`config.mk`:
```
export PLATFORM = sky130hd
export DESIGN_NAME = ds_mod2_tx
export DESIGN_NICKNAME = d
export VERILOG_FILES = /design/src/rtl/ds_mod2_tx.sv
export SDC_FILE = /design/constraint.sdc
export NUM_CORES = 1
export LEC_CHECK = 0
export CAP_MARGIN = 20
export CORE_MARGIN = 2
export CORE_UTILIZATION = 45
export CTS_CLUSTER_SIZE = 12
export DETAILED_ROUTE_END_ITERATION = 6
export DONT_BUFFER_PORTS = 1
export GPL_TIMING_DRIVEN = 0
export PLACE_DENSITY = 0.59
export SLEW_MARGIN = 0
export SYNTH_ARGS = -nofsm -noshare
export SYNTH_HDL_FRONTEND = slang
export SYNTH_SLANG_ARGS = --single-unit
export TNS_END_PERCENT = 10
```
`constraint.sdc`:
```
create_clock -name clk -period 7.23 [get_ports clk]
set_input_delay 1.446 -clock clk [delete_from_list [all_inputs] [get_ports clk]]
set_output_delay 1.446 -clock clk [all_outputs]
set_load 0.005 [all_outputs]
```
`src/rtl/ds_mod2_tx.sv`:
```
// Second-order delta-sigma modulator transmitter: holds one PCM sample for OSR
// bit periods and emits a 1-bit stream plus a +/-1 word for the decimator.
module ds_mod2_tx #(
    parameter int unsigned OSR   = 64,
    parameter int unsigned IN_W  = 24,
    parameter int unsigned ACC_W = 32
) (
    input  logic            clk,
    input  logic            reset,
    input  logic            en,
    input  logic [IN_W-1:0] s_data,
    input  logic            s_valid,
    output logic            s_ready,
    output logic            bit_out,
    output logic            bit_valid,
    output logic [31:0]     xout,
    output logic            frame_start,
    output logic            ovf,
    output logic            underrun,
    input  logic            clr_flags
);

    localparam int unsigned EXT_W = ACC_W + 2;
    localparam int unsigned CNT_W = $clog2(OSR);

    localparam logic signed [EXT_W-1:0] FS_EXT =
        {{(EXT_W-IN_W){1'b0}}, 1'b1, {(IN_W-1){1'b0}}};
    localparam logic signed [EXT_W-1:0] ACC_MAX = {3'b000, {(ACC_W-1){1'b1}}};
    localparam logic signed [EXT_W-1:0] ACC_MIN = {3'b111, {(ACC_W-1){1'b0}}};
    localparam logic [CNT_W-1:0]        CNT_LAST = CNT_W'(OSR - 1);

    typedef enum logic [0:0] {StIdle, StRun} state_e;

    state_e                   state_q;
    logic signed [ACC_W-1:0]  i1_q, i2_q;
    logic signed [IN_W-1:0]   x_q;
    logic [CNT_W-1:0]         cnt_q;

    logic signed [EXT_W-1:0]  fb, x_ext, i1_sum, i2_sum;
    logic signed [ACC_W-1:0]  i1_sat, i2_sat;
    logic                     i1_clip, i2_clip;
    logic                     update, wrap;

    always_comb begin
        update  = (state_q == StRun) && en;
        wrap    = update && (cnt_q == CNT_LAST);
        s_ready = (state_q == StIdle) || (en && (cnt_q == CNT_LAST));

        fb     = bit_out ? FS_EXT : -FS_EXT;
        x_ext  = EXT_W'(x_q);
        i1_sum = EXT_W'(i1_q) + x_ext - fb;

        i1_clip = (i1_sum > ACC_MAX) || (i1_sum < ACC_MIN);
        if (i1_sum > ACC_MAX) begin
            i1_sat = ACC_MAX[ACC_W-1:0];
        end else if (i1_sum < ACC_MIN) begin
            i1_sat = ACC_MIN[ACC_W-1:0];
        end else begin
            i1_sat = i1_sum[ACC_W-1:0];
        end

        // Second stage integrates the already-saturated first stage.
        i2_sum  = EXT_W'(i2_q) + EXT_W'(i1_sat) - fb;
        i2_clip = (i2_sum > ACC_MAX) || (i2_sum < ACC_MIN);
        if (i2_sum > ACC_MAX) begin
            i2_sat = ACC_MAX[ACC_W-1:0];
        end else if (i2_sum < ACC_MIN) begin
            i2_sat = ACC_MIN[ACC_W-1:0];
        end else begin
            i2_sat = i2_sum[ACC_W-1:0];
        end
    end

    always_ff @(posedge clk) begin
        if (!reset) begin
            state_q     <= StIdle;
            i1_q        <= '0;
            i2_q        <= '0;
            x_q         <= '0;
            cnt_q       <= '0;
            bit_out     <= 1'b0;
            bit_valid   <= 1'b0;
            frame_start <= 1'b0;
            xout        <= '0;
            ovf         <= 1'b0;
            underrun    <= 1'b0;
        end else begin
            bit_valid   <= update;
            frame_start <= update && (cnt_q == '0);

            if (state_q == StIdle) begin
                if (s_valid) begin
                    x_q     <= s_data;
                    cnt_q   <= '0;
                    state_q <= StRun;
                    xout    <= 32'hFFFF_FFFF;
                end
            end else if (en) begin
                i1_q    <= i1_sat;
                i2_q    <= i2_sat;
                bit_out <= !i2_sat[ACC_W-1];
                xout    <= i2_sat[ACC_W-1] ? 32'hFFFF_FFFF : 32'h0000_0001;
                if (wrap) begin
                    cnt_q <= '0;
                    if (s_valid) begin
                        x_q <= s_data;
                    end
                end else begin
                    cnt_q <= cnt_q + CNT_W'(1);
                end
            end

            // Set takes priority over a simultaneous clear.
            ovf      <= (update && (i1_clip || i2_clip)) || (ovf && !clr_flags);
            underrun <= (wrap && !s_valid) || (underrun && !clr_flags);
        end
    end

endmodule

```
======== After elaboration in Yosys (flattened, before gate mapping) ========
Cells that the tools add are included.
word-level totals
  register bits ........................... 132
  bits in latches ......................... 0
  memory bits (writable) .................. 0
  memory bits (read-only) ................. 0
  input port bits ......................... 29
  output and inout bits ................... 38
  logic and storage cells ................. 65
  memories ................................ 0
operators by class
  $add $sub $neg .......................... 5
  multiply operators ...................... 0
  div/mod/pow operators ................... 0
  order comparisons ....................... 4
  equality and inequality tests ........... 3
  shift operators ......................... 0
  multiplexer cells ....................... 19
  bitwise gates (word level) .............. 1
  reductions and logical operators ........ 22
operators by type and width
  cell                                                             number
  2-to-1 mux 32 bit                                                8
  2-to-1 mux 24 bit                                                4
  greater-than comparator 34 x 32 -> 1 bit, second input constant  2
  less-than comparator 34 x 32 -> 1 bit, second input constant     2
  subtractor 33 x 34 -> 34 bit                                     2
  2-to-1 mux 34 bit                                                1
  adder 32 x 24 -> 33 bit                                          1
  adder 32 x 32 -> 33 bit                                          1
  2-to-1 mux 6 bit                                                 4
  logical AND 1 bit                                                8
  adder 6 x 1 -> 6 bit, second input constant                      1
  == test 6 bit, second input constant                             1
  logical NOT 6 bit                                                1
  logical OR 1 bit                                                 6
  AND reduction 2 bit                                              3
  logical NOT 1 bit                                                3
  2-to-1 mux 1 bit                                                 2
  inequality test 2 x 1 -> 1 bit, second input constant            1
  inequality test 2 bit, second input constant                     1
  nonzero test 2 bit                                               1
  NOT 1 bit                                                        1

======== Longest topological paths before layout ========
  word-level depth ........................ 13
  depth in mapped cells ................... 31
  gate-level depth less buffers ........... 28

======== Least setup slack after synthesis ========
OpenSTA, ideal clock, no wires.
  path type ............................... reg2reg
  start ................................... register bit_out
  end ..................................... register i2_q[30]
  setup time .............................. 122 ps
  data arrival time ....................... 7356 ps
  required time ........................... 7108 ps
  setup slack ............................. -248 ps
  cell stages (with the launch flop) ...... 31
  path buffers ............................ 2
  clock period less this slack ............ 7478 ps
  path through ............................ dfxtp_1 -> inv_1 -> fa_1 -> inv_1 -> ha_1 -> a21o_1 -> a211oi_1 -> o21ai_0 -> a22oi_1 -> a21bo_4 -> xnor2_2 -> a21oi_1 -> clkbuf_1 -> a21oi_1 -> ha_1 -> inv_1 -> ha_1 -> o21ai_0 -> a21oi_1 -> o221a_2 -> o2111ai_1 -> a21oi_1 -> o21ai_1 -> o211ai_1 -> a221oi_2 -> o21ai_0 -> xnor2_1 -> o21ai_1 -> and3_1 -> buf_2 -> a221o_1
between the ends
  cells in the longest elaborated chain, start to end .. 10
  elaborated cells on any way between the ends .. 12
  classes of those cells .................. 3 x add/sub; 4 x order compare; 5 x mux
ends and longest elaborated chain
  element                                RTL line  source
  start: declaration                     14        output logic bit_out,
  start signal: assignment               101       bit_out <= !i2_sat[ACC_W-1];
  2-to-1 mux 34 bit *                    49        fb = bit_out ? FS_EXT : -FS_EXT;
  subtractor 33 x 34 -> 34 bit           51        i1_sum = EXT_W'(i1_q) + x_ext - fb;
  less-than comparator 34 x 32 -> 1 bit  56        end else if (i1_sum < ACC_MIN) begin
  2-to-1 mux 32 bit                      56
  2-to-1 mux 32 bit                      54        if (i1_sum > ACC_MAX) begin
  adder 32 x 32 -> 33 bit                63        i2_sum = EXT_W'(i2_q) + EXT_W'(i1_sat) - fb;
  subtractor 33 x 34 -> 34 bit *         63
  less-than comparator 34 x 32 -> 1 bit  67        end else if (i2_sum < ACC_MIN) begin
  2-to-1 mux 32 bit                      67
  2-to-1 mux 32 bit *                    65        if (i2_sum > ACC_MAX) begin
  end signal: assignment                 100       i2_q <= i2_sat;
  end: declaration                       35        logic signed [ACC_W-1:0] i1_q, i2_q;
Mark *: on every way between the ends. The rest lies on a longest branch, timed or not.
A chain may end at the register's enable or synchronous reset.

======== Worst setup path after layout ========
  start ................................... register bit_out
  end ..................................... register i2_q[8]
between the ends
  cells in the longest elaborated chain, start to end .. 10
  elaborated cells on any way between the ends .. 12
  classes of those cells .................. 3 x add/sub; 4 x order compare; 5 x mux
ends and longest elaborated chain
  element                                RTL line  source
  2-to-1 mux 34 bit *                    49
  subtractor 33 x 34 -> 34 bit *         51
  less-than comparator 34 x 32 -> 1 bit  56
  2-to-1 mux 32 bit                      56
  2-to-1 mux 32 bit *                    54
  net i1_sat[31]                         40        logic signed [ACC_W-1:0] i1_sat, i2_sat;
  adder 32 x 32 -> 33 bit *              63
  subtractor 33 x 34 -> 34 bit *         63
  less-than comparator 34 x 32 -> 1 bit  67
  2-to-1 mux 32 bit                      67
  2-to-1 mux 32 bit *                    65
The timed path passes the listed nets; every way through them passes the cells marked *.

==> run metrics <==
worst-case reg-to-reg path depth=28; number of distinct library cells after synthesis=79; post-route worst setup slack=a little under 400 ps; CP max FO=8; core area=roughly 20000 um2; Max Freq=between 100 and 150 MHz; vias=just over 8000; GP Congestion=just under 0.9; first-pass GRT wire length=just over 40000 um; Final Critical Period=around 6800 ps; htree depth=3; critical path's most frequent cell=a21o_1; post-route clock period utilization=between 90% and 100%; sequential element share of the synthesized area=between 20 and 25%; hold depth=2; die width=~150 um; FF-to-FF setup slack=390 ps; CP peak stage delay=around 540 ps; Sink Count=between 100 and 150; Seq cells post-synth=a little over 100; Synth-to-Final Area Change=12.7%; crit start category=flip-flop; DRC viols=0; total die area=21800 um2; most common cell after layout, fill and taps aside=inv_1; Post-Syn Area=between 9000 and 10000 um2; final setup vio count=0; Max Root-Sink Buffers=2; syn nets=between 1000 and 1500; Synth async-reset ratio=0%; Routed Antenna Nets=0; CTS tree=yes; MaxCap Viol Count=0; worst-skew pair later-pin latency=370 ps; crit path DAT=a little over 7000 ps; DR WL/cell=16.6 um; Root Buffer=clkbuf_16; Cells after Synth=roughly 1200; Buf+Inv Stages, Crit Path=6; I/O pin count=67; Worst-Margin Slew=~1100 ps; std cell rows=52; Post-synth top flop=dfxtp_1; Pre-antenna DRT Iters=5; Hold Buf Count CTS=0; iteration-0 DRC count of the detailed router=~370; CP Capture Type=flip-flop; slew margin rel.=roughly 28%; number of I/O port buffers=0; WHS Endpoint=x_q[6]; Max Clock Skew=12.8 ps; Worst Path Required=around 7500 ps; total track usage=between 20% and 30%; Critical path origin=bit_out; starting density of the core=a little under half; antenna violations before repair=0; slowest CP cell=fa_1; diode count=0; Layout Nets=between 1000 and 1500; Reg-to-Reg End=i2_q[8]; CTS clk-pin slew, worst paths=roughly 80 ps; outcome=finished clean; critical path's top delay family=compound AO/OA/AOI/OAI gates; DR vias/cell=approximately 5.4; vias in the first global route=between 7000 and 8000; worst slack at placement=-1460 ps; Slew Limit Fails=0; pin count of the biggest net entering global routing=33; hold path start=x_q[6]; EDFF count, synth=0; Routed WL=about 25000 um; hold crit path type=flip-flop to flip-flop; HPWL Detailed=about 20000 um; Syn. warnings=0; clock buffer count from CTS=9; Crit Path Class=flip-flop to flip-flop; commonest cells after routing, fill and taps aside=inv_1, nand2_1, ha_1; Avg Cell Area, Syn=~7.7 um2; die height=roughly 150 um; setup_tns=0 ps; share of cells above drive strength 1=between 10% and 20%; r2r startpoint=bit_out; Fin. Hold Viols=0; grt total ovfl=0
sequential cells by signal (all words and copies together) (netlist names):
signal and flops:
bit_out 1, cnt_q 6, ovf 1, i2_q 32, xout 2, state_q 1
frame_start 1, underrun 1, i1_q 32, bit_valid 1, x_q 24
Yosys cell counts (all sizes together), types with 15 or more instances:
cell type | number | area, um2
a211oi | 30 | 230
a21o | 42 | 315
a21oi | 122 | 622
a221oi | 17 | 180
buf | 39 | 269
clkbuf | 38 | 144
dfxtp | 102 | 2040
fa | 16 | 320
ha | 113 | 1410
inv | 181 | 679
nand2 | 118 | 443
nand3 | 18 | 95.1
nor2 | 81 | 304
nor2b | 15 | 93.8
nor3 | 15 | 86.3
o21a | 17 | 128
o21ai | 59 | 303
xnor2 | 33 | 304
xor2 | 18 | 158
cells by family (layout without fill, tap and decap cells):
family | after synthesis | after routing | synth area share (%)
xor+xnor | 51 | 51 | 4.97
compound gates | 363 | 363 | 27.1
mux | 2 | 2 | 0.297
fa+ha+maj | 129 | 129 | 18.7
flops | 102 | 102 | 22.0
simple gates | 305 | 305 | 15.2
buf+inv | 259 | 302 | 11.8
worst reg2reg max path: cells and delay by family, from the launching register on:
kind | cells | cell delay [ps]
buf+inv | 6 | 610
flops | 1 | 450
compound gates | 13 | 3070
simple gates | 5 | 1180
fa+ha+maj | 4 | 1460
repair_timing:
item / in CTS / in global routing
endpoints found under the setup margin: 35 / 32
resized for setup: 29 / 47
setup buffers: 9 / 17
pin swaps: 5 / 12
cloned: 0 / 1
metal layers:
layer | up-vias | part of all wire, % | track usage (%)
met1 | 3898 | 49 | 32.2
li1 | 4225 | - | -
met4 | 0 | 1.3 | 5.38
met3 | 24 | 3.2 | 3.49
met5 | - | 0 | 0
met2 | 120 | 46 | 38.3
area by class of cell:
| cell class | count | area [um2] |
|---|---|---|
| Buffer | 76 | 477 |
| Clock buffer | 10 | 239 |
| Clock inverter | 6 | 76.3 |
| Fill cell | 2021 | 9780 |
| Inverter | 182 | 683 |
| Multi-Input combinational cell | 850 | 6340 |
| Sequential cell | 102 | 2050 |
| Tap cell | 270 | 338 |
| Timing Repair Buffer | 28 | 251 |
worst max path at each step:
stage,end,slack [ps],cells after the start
finish,i2_q[8],390,28
global route,i2_q[9],-10,30
CTS,i2_q[6],-8,30
detailed placement,i2_q[6],-1460,30
global placement,i2_q[9],-1400,30
floorplan,i2_q[30],120,30
stage by stage:
step                      cells  hold slack (ps)  utilization (%)  instance area (um2)
final                      1524              460             51.7                10500
after global routing       1524              485             51.7                10500
after CTS                  1507              462             50.1                10100
after detailed placement   1482              450             47.6                 9630
after global placement     1481              445             47.5                 9620
after floorplan            1211              436                -                 9280
Power is not shown: default switching activity piles up to over one toggle a cycle in this logic, so the estimate is an artifact.
